==> src/rtl/cpu_trace_monitor_if.sv <==
`default_nettype none
// +--------------------------------------------------------------------------+
// | cpu_trace_monitor_if                                                     |
// | Core sample, run control and trace read port bundle for the monitor.    |
// | Rev 1.0                                                                  |
// +--------------------------------------------------------------------------+
interface cpu_trace_monitor_if #(
    parameter int PC_WIDTH    = 16,
    parameter int INSTR_WIDTH = 32,
    parameter int DATA_WIDTH  = 16,
    parameter int DEPTH       = 16,
    parameter int CNT_WIDTH   = 16
);
    localparam int c_CW = $clog2(DEPTH) + 1;

    logic                   start;
    logic                   sample_en;
    logic [PC_WIDTH-1:0]    pc;
    logic [INSTR_WIDTH-1:0] instruction;
    logic [DATA_WIDTH-1:0]  result;
    logic [PC_WIDTH-1:0]    pc_limit;
    logic                   wrap_mode;
    logic                   rd_ready;
    logic                   rd_valid;
    logic [PC_WIDTH-1:0]    rd_pc;
    logic [INSTR_WIDTH-1:0] rd_instr;
    logic [DATA_WIDTH-1:0]  rd_result;
    logic [c_CW-1:0]        count;
    logic                   running;
    logic                   done;
    logic                   overflow;
    logic [CNT_WIDTH-1:0]   cycle_count;

    modport master (
        output start, sample_en, pc, instruction, result, pc_limit, wrap_mode, rd_ready,
        input  rd_valid, rd_pc, rd_instr, rd_result, count, running, done, overflow, cycle_count
    );

    modport slave (
        input  start, sample_en, pc, instruction, result, pc_limit, wrap_mode, rd_ready,
        output rd_valid, rd_pc, rd_instr, rd_result, count, running, done, overflow, cycle_count
    );
endinterface
`default_nettype wire

==> src/rtl/cpu_trace_monitor.sv <==
`default_nettype none
// +--------------------------------------------------------------------------+
// | cpu_trace_monitor                                                        |
// | Run controller with PC-limit stop and a FWFT circular trace FIFO.        |
// | Rev 1.0                                                                  |
// +--------------------------------------------------------------------------+
module cpu_trace_monitor #(
    parameter int PC_WIDTH    = 16,
    parameter int INSTR_WIDTH = 32,
    parameter int DATA_WIDTH  = 16,
    parameter int DEPTH       = 16,
    parameter int CNT_WIDTH   = 16
) (
    input  wire logic          clock,
    input  wire logic          reset_n,
    cpu_trace_monitor_if.slave bus
);
    localparam int c_AW = $clog2(DEPTH);
    localparam int c_CW = c_AW + 1;
    localparam int c_EW = PC_WIDTH + INSTR_WIDTH + DATA_WIDTH;
    localparam logic [c_CW-1:0]      c_FULL    = c_CW'(DEPTH);
    localparam logic [CNT_WIDTH-1:0] c_CNT_MAX = '1;

    typedef enum logic [1:0] {
        S_IDLE = 2'd0,
        S_RUN  = 2'd1,
        S_DONE = 2'd2
    } state_t;

    state_t r_state;
    state_t w_state_nxt;

    logic [c_EW-1:0]      r_mem [DEPTH];
    logic [c_AW-1:0]      r_wr_ptr;
    logic [c_AW-1:0]      r_rd_ptr;
    logic [c_CW-1:0]      r_count;
    logic                 r_overflow;
    logic [CNT_WIDTH-1:0] r_cycle_count;

    logic            w_limit_hit;
    logic            w_in_run;
    logic            w_capture;
    logic            w_rd_valid;
    logic            w_pop;
    logic            w_full;
    logic            w_wr_en;
    logic            w_drop;
    logic            w_overwrite;
    logic [c_EW-1:0] w_head;

    assign w_limit_hit = (bus.pc >= bus.pc_limit);
    assign w_in_run    = (r_state == S_RUN);
    assign w_rd_valid  = (r_count != '0);
    assign w_full      = (r_count == c_FULL);
    // A start edge flushes the FIFO, so neither capture nor pop may act on it.
    assign w_capture   = w_in_run && !bus.start && !w_limit_hit && bus.sample_en;
    assign w_pop       = w_rd_valid && bus.rd_ready && !bus.start;
    assign w_drop      = w_capture && w_full && !w_pop;
    assign w_overwrite = w_drop && bus.wrap_mode;
    assign w_wr_en     = w_capture && (!w_full || w_pop || bus.wrap_mode);

    always_comb begin
        w_state_nxt = r_state;
        if (bus.start) begin
            w_state_nxt = S_RUN;
        end else if (w_in_run && w_limit_hit) begin
            w_state_nxt = S_DONE;
        end
    end

    always_ff @(posedge clock or negedge reset_n) begin
        if (!reset_n) begin
            r_state <= S_IDLE;
        end else begin
            r_state <= w_state_nxt;
        end
    end

    always_ff @(posedge clock or negedge reset_n) begin
        if (!reset_n) begin
            r_wr_ptr      <= '0;
            r_rd_ptr      <= '0;
            r_count       <= '0;
            r_overflow    <= 1'b0;
            r_cycle_count <= '0;
        end else if (bus.start) begin
            r_wr_ptr      <= '0;
            r_rd_ptr      <= '0;
            r_count       <= '0;
            r_overflow    <= 1'b0;
            r_cycle_count <= '0;
        end else begin
            if (w_wr_en) begin
                r_wr_ptr <= r_wr_ptr + 1'b1;
            end
            if (w_pop || w_overwrite) begin
                r_rd_ptr <= r_rd_ptr + 1'b1;
            end
            if (w_capture && !w_full && !w_pop) begin
                r_count <= r_count + 1'b1;
            end else if (w_pop && !w_capture) begin
                r_count <= r_count - 1'b1;
            end
            if (w_drop) begin
                r_overflow <= 1'b1;
            end
            if (w_in_run && !w_limit_hit && (r_cycle_count != c_CNT_MAX)) begin
                r_cycle_count <= r_cycle_count + 1'b1;
            end
        end
    end

    // Trace storage carries no reset; the read port masks it while empty.
    always_ff @(posedge clock) begin
        if (w_wr_en) begin
            r_mem[r_wr_ptr] <= {bus.pc, bus.instruction, bus.result};
        end
    end

    assign w_head = w_rd_valid ? r_mem[r_rd_ptr] : '0;

    assign bus.rd_valid    = w_rd_valid;
    assign bus.rd_pc       = w_head[c_EW-1 -: PC_WIDTH];
    assign bus.rd_instr    = w_head[DATA_WIDTH +: INSTR_WIDTH];
    assign bus.rd_result   = w_head[DATA_WIDTH-1:0];
    assign bus.count       = r_count;
    assign bus.running     = (r_state == S_RUN);
    assign bus.done        = (r_state == S_DONE);
    assign bus.overflow    = r_overflow;
    assign bus.cycle_count = r_cycle_count;
endmodule
`default_nettype wire
==> src/flat_wrapper.sv <==
// flat-port wrapper written by rule: the top's interface ports become plain ports
module cpu_trace_monitor_flat 
#(
    parameter int PC_WIDTH    = 16,
    parameter int INSTR_WIDTH = 32,
    parameter int DATA_WIDTH  = 16,
    parameter int DEPTH       = 16,
    parameter int CNT_WIDTH   = 16
)
  (clock, reset_n, bus_start, bus_sample_en, bus_pc, bus_instruction, bus_result, bus_pc_limit, bus_wrap_mode, bus_rd_ready, bus_rd_valid, bus_rd_pc, bus_rd_instr, bus_rd_result, bus_count, bus_running, bus_done, bus_overflow, bus_cycle_count);
  cpu_trace_monitor_if #(.PC_WIDTH(PC_WIDTH), .INSTR_WIDTH(INSTR_WIDTH), .DATA_WIDTH(DATA_WIDTH), .DEPTH(DEPTH), .CNT_WIDTH(CNT_WIDTH)) bus_i ();
  input  wire logic clock;
  input  wire logic reset_n;
  input wire logic [$bits(bus_i.start)-1:0] bus_start;
  input wire logic [$bits(bus_i.sample_en)-1:0] bus_sample_en;
  input wire logic [$bits(bus_i.pc)-1:0] bus_pc;
  input wire logic [$bits(bus_i.instruction)-1:0] bus_instruction;
  input wire logic [$bits(bus_i.result)-1:0] bus_result;
  input wire logic [$bits(bus_i.pc_limit)-1:0] bus_pc_limit;
  input wire logic [$bits(bus_i.wrap_mode)-1:0] bus_wrap_mode;
  input wire logic [$bits(bus_i.rd_ready)-1:0] bus_rd_ready;
  output wire logic [$bits(bus_i.rd_valid)-1:0] bus_rd_valid;
  output wire logic [$bits(bus_i.rd_pc)-1:0] bus_rd_pc;
  output wire logic [$bits(bus_i.rd_instr)-1:0] bus_rd_instr;
  output wire logic [$bits(bus_i.rd_result)-1:0] bus_rd_result;
  output wire logic [$bits(bus_i.count)-1:0] bus_count;
  output wire logic [$bits(bus_i.running)-1:0] bus_running;
  output wire logic [$bits(bus_i.done)-1:0] bus_done;
  output wire logic [$bits(bus_i.overflow)-1:0] bus_overflow;
  output wire logic [$bits(bus_i.cycle_count)-1:0] bus_cycle_count;
  assign bus_i.start = bus_start;
  assign bus_i.sample_en = bus_sample_en;
  assign bus_i.pc = bus_pc;
  assign bus_i.instruction = bus_instruction;
  assign bus_i.result = bus_result;
  assign bus_i.pc_limit = bus_pc_limit;
  assign bus_i.wrap_mode = bus_wrap_mode;
  assign bus_i.rd_ready = bus_rd_ready;
  assign bus_rd_valid = bus_i.rd_valid;
  assign bus_rd_pc = bus_i.rd_pc;
  assign bus_rd_instr = bus_i.rd_instr;
  assign bus_rd_result = bus_i.rd_result;
  assign bus_count = bus_i.count;
  assign bus_running = bus_i.running;
  assign bus_done = bus_i.done;
  assign bus_overflow = bus_i.overflow;
  assign bus_cycle_count = bus_i.cycle_count;
  cpu_trace_monitor #(.PC_WIDTH(PC_WIDTH), .INSTR_WIDTH(INSTR_WIDTH), .DATA_WIDTH(DATA_WIDTH), .DEPTH(DEPTH), .CNT_WIDTH(CNT_WIDTH)) u_core (.clock(clock), .reset_n(reset_n), .bus(bus_i));
endmodule
==> config.mk <==
export PLATFORM = sky130hd
export DESIGN_NAME = cpu_trace_monitor_flat
export DESIGN_NICKNAME = d
export VERILOG_FILES = /design/src/rtl/cpu_trace_monitor_if.sv /design/src/rtl/cpu_trace_monitor.sv /design/src/flat_wrapper.sv
export SDC_FILE = /design/constraint.sdc
export NUM_CORES = 1
export LEC_CHECK = 0
export ABC_AREA = 1
export BUFFER_PORTS_ARGS = -buffer_cell sky130_fd_sc_hd__buf_2
export CAP_MARGIN = 20
export CORE_MARGIN = 2
export CORE_UTILIZATION = 40
export CTS_CLUSTER_DIAMETER = 200
export DETAILED_ROUTE_END_ITERATION = 12
export GPL_ROUTABILITY_DRIVEN = 0
export PLACE_DENSITY = 0.56
export SLEW_MARGIN = 20
export SYNTH_ARGS = -nofsm -noshare
export SYNTH_HDL_FRONTEND = slang
export SYNTH_SLANG_ARGS = --single-unit
==> constraint.sdc <==
create_clock -name clock -period 4.3 [get_ports clock]
set_input_delay 0.86 -clock clock [delete_from_list [all_inputs] [get_ports clock]]
set_output_delay 0.86 -clock clock [all_outputs]
set_load 0.1 [all_outputs]
# After elaboration in Yosys (flattened, before gate mapping)
# Memories as Yosys holds them, arrays and structs flattened.
# Cells that the tools add are included.
# totals
mem_count	1
ram_bits	1024
register_bits	32
input_bits	86
wordCells	63
output_inout_bits	89
# classes
reduce_logical	30
eq_ne	4
muxes	16
add_sub_neg	5
order_cmp	1
# memory_table
name	words	word_bits	rd	rd_clocked_by_memory_dff	write_ports	line	source
u_core.r_mem	16	64	1	0	1	cpu_trace_monitor.sv:33	logic [c_EW-1:0] r_mem [DEPTH];
# ops
operator	n
$mux 64	1
$mux 16	2
$add 16x1->16 const B	1
$ge 16x16->1	1
$mux 4	4
$ne 16x16->1 const B	1
$logic_and 1x1->1	15
$mux 5	3
$reduce_bool 2->1	5
$add 4x1->4 const B	2
$add 5x1->5 const B	1
$eq 5x5->1 const B	1
$logic_not 1->1	5
$reduce_bool 5->1	1
$sub 5x1->5 const B	1
$mux 1	4
$mux 2	2
$logic_or 1x1->1	3
$reduce_bool 3->1	1
$eq 2x1->1 const B	1
$eq 2x2->1 const B	1

# Logic depth before layout (Yosys ltp)
# Gate-level depths: netlist of the first run.
# depth
word_depth	10
mapped_depth	20

# Worst setup path after synthesis of the first run
# OpenSTA, ideal clock, no wires.
# synth_path
path_type	flip-flop to flip-flop
startpoint	reg u_core.r_count[3] (netlist: u_core.bus.count[3])
endpoint	mem u_core.r_mem[11][0] in the netlist's numbering (enable)
slack_ns	-1.693
setup_time_ns	0.487
path_stages_with_launch	9
synth_period_minus_slack_ns	5.993
arrival_time_ns	5.506
cell_sequence	dfrtp_1 inv_1 nand4_1 nand3_2 nand2_1 nor2_1 nor2_2 nand2_1 nor2_1
# synth_via
elab_chain_len	8
elab_cells_between_ends	10
classes_between	1 x eq/ne; 2 x mux; 7 x reduce/logical
# synth_lines
item	line	source
from (decl)	cpu_trace_monitor.sv:36	logic [c_CW-1:0] r_count;
from (signal assigned)	cpu_trace_monitor.sv:100	r_count <= r_count + 1'b1;
from (signal assigned)	cpu_trace_monitor.sv:102	r_count <= r_count - 1'b1;
$reduce_bool 5->1	cpu_trace_monitor.sv:53	assign w_rd_valid = (r_count != '0);
net bus_rd_valid	flat_wrapper.sv:22	output wire logic [$bits(bus_i.rd_valid)-1:0] bus_rd_valid;
$logic_and 1x1->1 (2 in series)	cpu_trace_monitor.sv:57	assign w_pop = w_rd_valid && bus.rd_ready && !bus.start;
$logic_or 1x1->1 (2 in series)	cpu_trace_monitor.sv:60	assign w_wr_en = w_capture && (!w_full || w_pop || bus.wrap_mode);
$logic_and 1x1->1	cpu_trace_monitor.sv:60	
$mux 1	cpu_trace_monitor.sv:115	if (w_wr_en) begin
$mux 1 (not written as such)	cpu_trace_monitor.sv:116	r_mem[r_wr_ptr] <= {bus.pc, bus.instruction, bus.result};
to (decl)	cpu_trace_monitor.sv:33	
# The timed path passes the listed nets, and every way through them passes these cells.

# Worst setup path after layout of the first run
# layout_path
startpoint	reg u_core.r_rd_ptr[0]
endpoint	out bus_rd_instr[28]
# layout_via
elab_chain_len	2
# layout_lines
item	line	source
from (decl)	cpu_trace_monitor.sv:35	logic [c_AW-1:0] r_rd_ptr;
from (signal assigned)	cpu_trace_monitor.sv:97	r_rd_ptr <= r_rd_ptr + 1'b1;
$mem_v2 16x64	--	
$mux 64	cpu_trace_monitor.sv:120	assign w_head = w_rd_valid ? r_mem[r_rd_ptr] : '0;
to (decl)	flat_wrapper.sv:24	output wire logic [$bits(bus_i.rd_instr)-1:0] bus_rd_instr;
# No other way between the ends.

==> flow_metrics.tcl, run 1 <==
set metrics [dict create \
    synth_largest_type_area_fraction_pct 73.26 \
    power.share.clock_pct 29.2 \
    grt_pass1_wl_mm 167.8 \
    detail_route.wl_per_cell_um 23.50 \
    vias_per_cell 5.611 \
    post_synth_num_cell_types 40 \
    detailroute.via_count 26530 \
    yosys-top-cells-area "sky130_fd_sc_hd__edfxtp_1 73%, sky130_fd_sc_hd__o21ai_0 6.1%, sky130_fd_sc_hd__nor2_1 5.0%" \
    die_area_um2 107500 \
    max_freq_mhz 241.2 \
    comb_power_share_pct 34.4 \
    initial_util_pct 40.44 \
    worst-slew-pin-transition_ns 0.9877 \
    final_setup_skew_ns 0.04208 \
    synthesis.area_um2 41970 \
    tritoncts_num_sinks 1056 \
    fin_worst_hold_slack_ns 0.2520 \
    netSwitchingFraction_pct 37.71 \
    syn_area_per_cell_um2 13.57 \
    drive_above_1_share_pct 13.98 \
    drv_cap 0 \
    endpoint_kind "output pin" \
    timing.critical_path.arrival_ns 3.29 \
    outcome "finished clean" \
    clk-insertion-delay-late_ns 0.69 \
    dp_slack_ns 0.3719 \
    grt_pass1_vias 25970 \
    grt_antenna_before_repair 5 \
    post_synth_inst_count 3094 \
    die_h_um 327.9 \
    worst_slew_margin_rel_pct 34.15 \
    place_hpwl_mm 62.22 \
    cts_tree "yes" \
    grt_usage_pct 20.49 \
    ys_seq_area_share_pct 75.17 \
    aggregate_routed_wire_length_mm 111.1 \
    grt_overflow_total 0 \
    cts-root-to-sink-buffers 3 \
    largest_net_degree_at_the_start_of_global_routing 149 \
    numPortBuffers 174 \
    path_max_fanout 44 \
    synthesis.nets 3207 \
    rows 118 \
    core_area_um2 103800 \
    num-fill-cells 9036 \
    final_period_minus_worst_setup_slack_ns 4.146 \
    cts-buffers-inserted 108 \
    grtUsageMet1_pct 28.29 \
    power.leakage_nw 16.23 \
    first_pass_iteration_count_of_the_detailed_router 7 \
    p_seq_share_pct 36.4 \
    globalRouteMet2Util_pct 34.16 \
    layout_setup_ws_ns 0.1542 \
    power_density_nw_per_um2 634.8 \
    grt_setup_unrepaired "false" \
    fin_crit_sh_pct 96.41 \
    path_class "flip-flop to output pin" \
    power.net_switching_mw 11.83 \
    die-width_um 327.9 \
    hold_path_class "input port to async pin" \
    clkTransAtPathRegs_ns 0.06 \
    design_power_total_mw 31.38 \
    area_growth_pct 17.76 \
    cts_max_level 3 \
    layout.nets 3371 \
    vdd.ir_drop.worst_uv 684.1 \
    finalMaxSlewViolations 0 \
    worst-endpoint-required_ns 3.44 \
    drc 0 \
    grt-busiest-layer "met2" \
    finalHoldViolCount 0 \
    detail_route.iter0.violations 2147 \
    ioPinCount 175 \
    ctsRootBufferMaster "sky130_fd_sc_hd__clkbuf_16" \
    met3_track_demand_over_resource_pct 2.844 \
    crit_path_start_kind "flip-flop" \
    postSynthRegisterBits 1056 \
    synthDominantAreaCellType "sky130_fd_sc_hd__edfxtp_1" \
    antenna_violating_nets_left 0 \
    synth_warnings 0 \
    setup_viol_count_final 0 \
    cell_internal_power_mw 19.55 \
]
layout make-up:
type / instances / area, µm² / share of cell area [%]
inverters: 56 / 237.7 / 0.4810
clock buffers: 135 / 2846 / 5.759
flip-flops and latches: 1056 / 31570 / 63.86
diodes: 1 / 2.502 / 0.005063
well taps: 1380 / 1727 / 3.493
repair buffers: 278 / 3030 / 6.131
clock inverters: 64 / 598.1 / 1.210
multi-input cells: 1758 / 9422 / 19.06
flip-flops by register name, summed over array words and instances, names as in the netlist:
| name | cells |
|---|---|
| u_core.r_wr_ptr | 4 |
| u_core.r_mem | 1024 |
| u_core.r_state | 2 |
| u_core.bus.cycle_count | 16 |
| u_core.bus.overflow | 1 |
| u_core.r_rd_ptr | 4 |
| u_core.bus.count | 5 |
layout by cell type (no fill, tap or decap), types with 58 or more instances in the layout:
cell | Yosys | routed
sky130_fd_sc_hd__a21oi_1 | 74 | 72
sky130_fd_sc_hd__buf_12 | 0 | 97
sky130_fd_sc_hd__buf_2 | 29 | 119
sky130_fd_sc_hd__buf_4 | 5 | 58
sky130_fd_sc_hd__clkbuf_16 | 0 | 110
sky130_fd_sc_hd__edfxtp_1 | 1024 | 1024
sky130_fd_sc_hd__nand2_1 | 106 | 106
sky130_fd_sc_hd__nand3_1 | 107 | 107
sky130_fd_sc_hd__nor2_1 | 562 | 546
sky130_fd_sc_hd__o211ai_1 | 58 | 58
sky130_fd_sc_hd__o21ai_0 | 511 | 511
sky130_fd_sc_hd__o221ai_1 | 198 | 198
sky130_fd_sc_hd__o22ai_1 | 58 | 58
worst paths after layout:
path | slack, ns | endpoint | startpoint | depth (start not counted)
worst max register to register | 1.54 | u_core.r_mem[7][5] | u_core.bus.count[0] | 9
min in group clock | 0.49 | u_core.bus.overflow | u_core.bus.overflow | 2
worst max-delay path | 0.15 | bus_rd_instr[28] | u_core.r_rd_ptr[0] | 7
worst min-delay path | 0.25 | u_core.bus.cycle_count[5] | reset_n | 1
max in group asynchronous | 3.45 | u_core.r_rd_ptr[0] | reset_n | 1
worst min register to register | 0.49 | u_core.bus.overflow | u_core.bus.overflow | 2
worst max-delay path, cell delays in order (launching register included):
cell and delay (ns):
sky130_fd_sc_hd__dfrtp_4 0.53, sky130_fd_sc_hd__buf_12 0.26, sky130_fd_sc_hd__buf_4 0.32, sky130_fd_sc_hd__o21ai_0 0.13
sky130_fd_sc_hd__o22ai_1 0.23, sky130_fd_sc_hd__o211ai_1 0.11, sky130_fd_sc_hd__a21oi_1 0.45, sky130_fd_sc_hd__buf_2 0.52
power groups by stage:
stage	Clock [mW]	Combinational, mW	Sequential [mW]
after floorplan	0	6.66	11.8
after global placement	0	10.8	11.7
after detailed placement	0	10.9	11.7
after CTS	9.32	10.9	11.4
after global routing	9.73	11.4	11.4
final	9.15	10.8	11.4
repair_timing:
item                                    in CTS  in global routing
hold buffers                                 0                  0
setup buffers                                1                  3
endpoints found under the setup margin      13                 10
gates resized for setup                      4                  2
cells in the mapped netlist:
cell type                       instances
sky130_fd_sc_hd__o311ai_4               1
sky130_fd_sc_hd__dlygate4sd1_1          1
sky130_fd_sc_hd__o22ai_1               58
sky130_fd_sc_hd__buf_6                  2
sky130_fd_sc_hd__clkbuf_1             179
sky130_fd_sc_hd__xnor2_1                1
sky130_fd_sc_hd__nor2_2                 3
sky130_fd_sc_hd__o221ai_1             198
sky130_fd_sc_hd__nand2_2                1
sky130_fd_sc_hd__nand2_1              106
sky130_fd_sc_hd__o21a_1                 1
sky130_fd_sc_hd__o21bai_1               1
sky130_fd_sc_hd__nand2_4                1
sky130_fd_sc_hd__nand3_1              107
sky130_fd_sc_hd__buf_2                 29
sky130_fd_sc_hd__clkbuf_4               1
sky130_fd_sc_hd__nand4_2                1
sky130_fd_sc_hd__o21ai_1                6
sky130_fd_sc_hd__or2_2                  1
sky130_fd_sc_hd__xor2_1                17
sky130_fd_sc_hd__buf_1                  7
sky130_fd_sc_hd__nor2_1               562
sky130_fd_sc_hd__buf_4                  5
sky130_fd_sc_hd__o211ai_1              58
sky130_fd_sc_hd__nor3_1                 5
sky130_fd_sc_hd__fa_1                   1
sky130_fd_sc_hd__edfxtp_1            1024
sky130_fd_sc_hd__a21oi_1               74
sky130_fd_sc_hd__nor2_4                 2
sky130_fd_sc_hd__nor4_1                 1
sky130_fd_sc_hd__o21ai_0              511
sky130_fd_sc_hd__nand4_1               10
sky130_fd_sc_hd__nor3b_1                1
sky130_fd_sc_hd__inv_1                 50
sky130_fd_sc_hd__inv_2                  5
sky130_fd_sc_hd__dfrtp_1               32
sky130_fd_sc_hd__clkinv_1               1
sky130_fd_sc_hd__nand3_2                2
sky130_fd_sc_hd__ha_1                  26
sky130_fd_sc_hd__a21oi_2                2
cell families after synthesis:
family | count (synthesis) | synth area share [%]
AOI/OAI and AO/OA | 910 | 13.22
DFF | 1056 | 75.17
xor gates and xnor gates | 18 | 0.3756
adders and majority gates | 27 | 0.8227
and+or+nand+nor | 803 | 7.723
buffers and inverters | 280 | 2.692
layer usage:
| metal | up-vias | part of all wire (%) |
|---|---|---|
| met1 | 13480 | 44 |
| met3 | 146 | 5.2 |
| li1 | 12110 | - |
| met5 | - | 0.023 |
| met4 | 4 | 2.0 |
| met2 | 783 | 49 |
per-stage QoR:
| step | util [%] | cell area, µm² | setup TNS [ns] | std cells |
|---|---|---|---|---|
| global route | 47.62 | 49430 | 0 | 4727 |
| finish | 47.62 | 49430 | 0 | 4728 |
| detailed placement | 44.24 | 45920 | 0 | 4524 |
| floorplan | - | 42010 | -684.46 | 3094 |
| CTS | 47.59 | 49390 | 0 | 4724 |
| global placement | 44.24 | 45920 | 0 | 4524 |
No activity file was read; power rests on OpenSTA's default activity.
==> run 2, diff against run 1 <==
Settings changed: CORE_ASPECT_RATIO set to 1.1.
==> flow_metrics.tcl, run 2 (synthesized netlist as in run 1, its figures left out) <==
set metrics [dict create \
    outcome "finished clean" \
    numPortBuffers 174 \
    timing.reg2reg.worst_path_depth 9 \
    registers.top_by_ff_count "u_core.r_mem" \
    hold_path_class "input port to async pin" \
    rr_startpoint "u_core.bus.count[0]" \
    place_hpwl_mm 64.57 \
    grt_overflow_total 0 \
    cts_max_level 3 \
    multiInputGateArea_um2 9430 \
    power.leakage_nw 16.24 \
    setup_viol_count_final 0 \
    reg2reg_slack_ns 1.45 \
    layout.area.seq_um2 31570 \
    clk-insertion-delay-late_ns 0.68 \
    layout.nets 3375 \
    grt_pass1_vias 26150 \
    die_h_um 343.7 \
    cell_internal_power_mw 19.22 \
    grtUsageMet1_pct 27.41 \
    area_growth_pct 17.78 \
    ctsRootBufferMaster "sky130_fd_sc_hd__clkbuf_16" \
    netSwitchingFraction_pct 37.88 \
    tritoncts_num_sinks 1056 \
    met3_track_demand_over_resource_pct 2.918 \
    globalRouteMet2Util_pct 34.53 \
    num-fill-cells 9134 \
    finalHoldViolCount 0 \
    cpMaxStageDelayCell "sky130_fd_sc_hd__dfrtp_4" \
    cts_tree "yes" \
    power.net_switching_mw 11.72 \
    fin_crit_sh_pct 97.15 \
    grt-busiest-layer "met2" \
    drc 0 \
    post_dp_cell_area_um2 45940 \
    initial_util_pct 40.38 \
    final_cell_mix "1024 x sky130_fd_sc_hd__edfxtp_1, 546 x sky130_fd_sc_hd__nor2_1, 511 x sky130_fd_sc_hd__o21ai_0" \
    antenna_violating_nets_left 0 \
    final_period_minus_worst_setup_slack_ns 4.177 \
    ioPinCount 175 \
    final_setup_skew_ns 0.02439 \
    final_area_um2 49440 \
    grt_setup_unrepaired "false" \
    hold_buffers 0 \
    p_seq_share_pct 37.0 \
    detail_route.wl_per_cell_um 23.57 \
    vdd.ir_drop.worst_uv 674.8 \
    clkTransAtPathRegs_ns 0.06 \
    first_pass_iteration_count_of_the_detailed_router 5 \
    critical-path-max-stage-delay_ns 0.64 \
    grt_usage_pct 20.45 \
    detail_route.iter0.violations 2418 \
    critical_path.cell_chain "clkinv_8 > buf_12 > buf_4 > o21ai_0 > o221ai_1 > nand3_1 > a21oi_1 > buf_12" \
    timing.critical_path.arrival_ns 3.32 \
    path_class "flip-flop to output pin" \
    design_power_total_mw 30.94 \
    rows 124 \
    comb_power_share_pct 33.6 \
    worst-slew-pin-transition_ns 0.9734 \
    r2r-end "u_core.r_mem[0][1]" \
    die_area_um2 107500 \
    die-width_um 312.9 \
    grt_antenna_before_repair 6 \
    vias_per_cell 5.582 \
    largest_net_degree_at_the_start_of_global_routing 125 \
    layout_commonest_cell "sky130_fd_sc_hd__edfxtp_1" \
    core_area_um2 104000 \
    drv_cap 0 \
    grt_pass1_wl_mm 167.1 \
    crit_path_start_kind "flip-flop" \
    power.share.clock_pct 29.3 \
    path_max_fanout 65 \
    largest_register_ff_count 1024 \
    max_freq_mhz 239.4 \
    cell_repeated_most_along_the_worst_path "sky130_fd_sc_hd__buf_12" \
    worst-endpoint-required_ns 3.44 \
    finalMaxSlewViolations 0 \
    worst_slew_margin_rel_pct 35.10 \
    aggregate_routed_wire_length_mm 111.5 \
    detailroute.via_count 26410 \
    cts-root-to-sink-buffers 3 \
    cts-buffers-inserted 108 \
    power_density_nw_per_um2 625.8 \
    drive_above_1_share_pct 14.23 \
    endpoint_kind "output pin" \
]
run 2: cell types whose count changed in the layout (fill, tap and decap cells not counted), sizes merged:
cell / before / now
clkbuf: 136 / 132
buf: 277 / 276
inv: 59 / 55
clkinvlp: 4 / 3
clkinv: 48 / 56
run 2: cell type report:
type	instances	share of cell area [%]
antenna	1	0.005062
timing repair buffer	282	6.175
tap	1386	3.508
sequential	1056	63.85
clock buffer	126	5.733
inverter	56	0.4910
clock inverter	67	1.162
multi-input combinational	1758	19.08
run 2: power by group through the flow:
| stage | logic [mW] | registers, mW | clock network (mW) |
|---|---|---|---|
| 2_1_floorplan | 6.66 | 11.8 | 0 |
| 3_3_place_gp | 10.4 | 11.7 | 0 |
| 3_5_place_dp | 10.4 | 11.7 | 0 |
| 4_1_cts | 10.5 | 11.5 | 9.26 |
| 5_1_grt | 11.0 | 11.5 | 9.65 |
| 6_report | 10.4 | 11.5 | 9.07 |
run 2: metrics by stage:
step / TNS, ns / hold WS [ns] / util (%) / worst slack (ns) / std cells
2_1_floorplan: -684.46 / 0.4626 / - / -0.6676 / 3094
3_3_place_gp: 0 / 0.4785 / 44.20 / 0.2534 / 4537
3_5_place_dp: 0 / 0.4784 / 44.20 / 0.2096 / 4537
4_1_cts: 0 / 0.2652 / 47.50 / 0.01313 / 4730
5_1_grt: 0 / 0.3125 / 47.56 / 0.01586 / 4732
6_report: 0 / 0.2775 / 47.56 / 0.1227 / 4732
run 2: worst max-delay path by stage:
stage                              from              endpoint  slack [ns]  cells past startpoint
finish               u_core.r_rd_ptr[0]       bus_rd_instr[2]        0.12                      8
global route         u_core.r_rd_ptr[0]       bus_rd_instr[2]        0.02                      8
CTS                  u_core.r_rd_ptr[0]      bus_rd_instr[14]        0.01                      9
detailed placement            bus_pc[1]  u_core.r_mem[14][43]        0.21                     14
global placement              bus_pc[1]  u_core.r_mem[14][42]        0.25                     14
floorplan           u_core.bus.count[3]   u_core.r_mem[11][0]       -0.67                      8
run 2: worst max-delay path: cells and delay by family, from the launching register on:
family                 cells  cell delay (ns)
flip-flops                 1             0.64
AO/OA/AOI/OAI              3             0.72
AND/OR/NAND/NOR            1             0.11
buffers and inverters      4             1.12
run 2: what timing repair did:
action / 4_1_cts / 5_1_grt
setup buffers: 0 / 1
endpoints found under the setup margin: 8 / 23
gates resized for setup: 8 / 12
pin swaps: 0 / 0
endpoints found under the hold margin: 0 / 0
run 2: layer usage:
layer  share of wire [%]  wire [µm]
met1                  42      47340
met2                  50      55470
met3                 5.2       5797
met4                 2.6       2898
met5               0.022         24
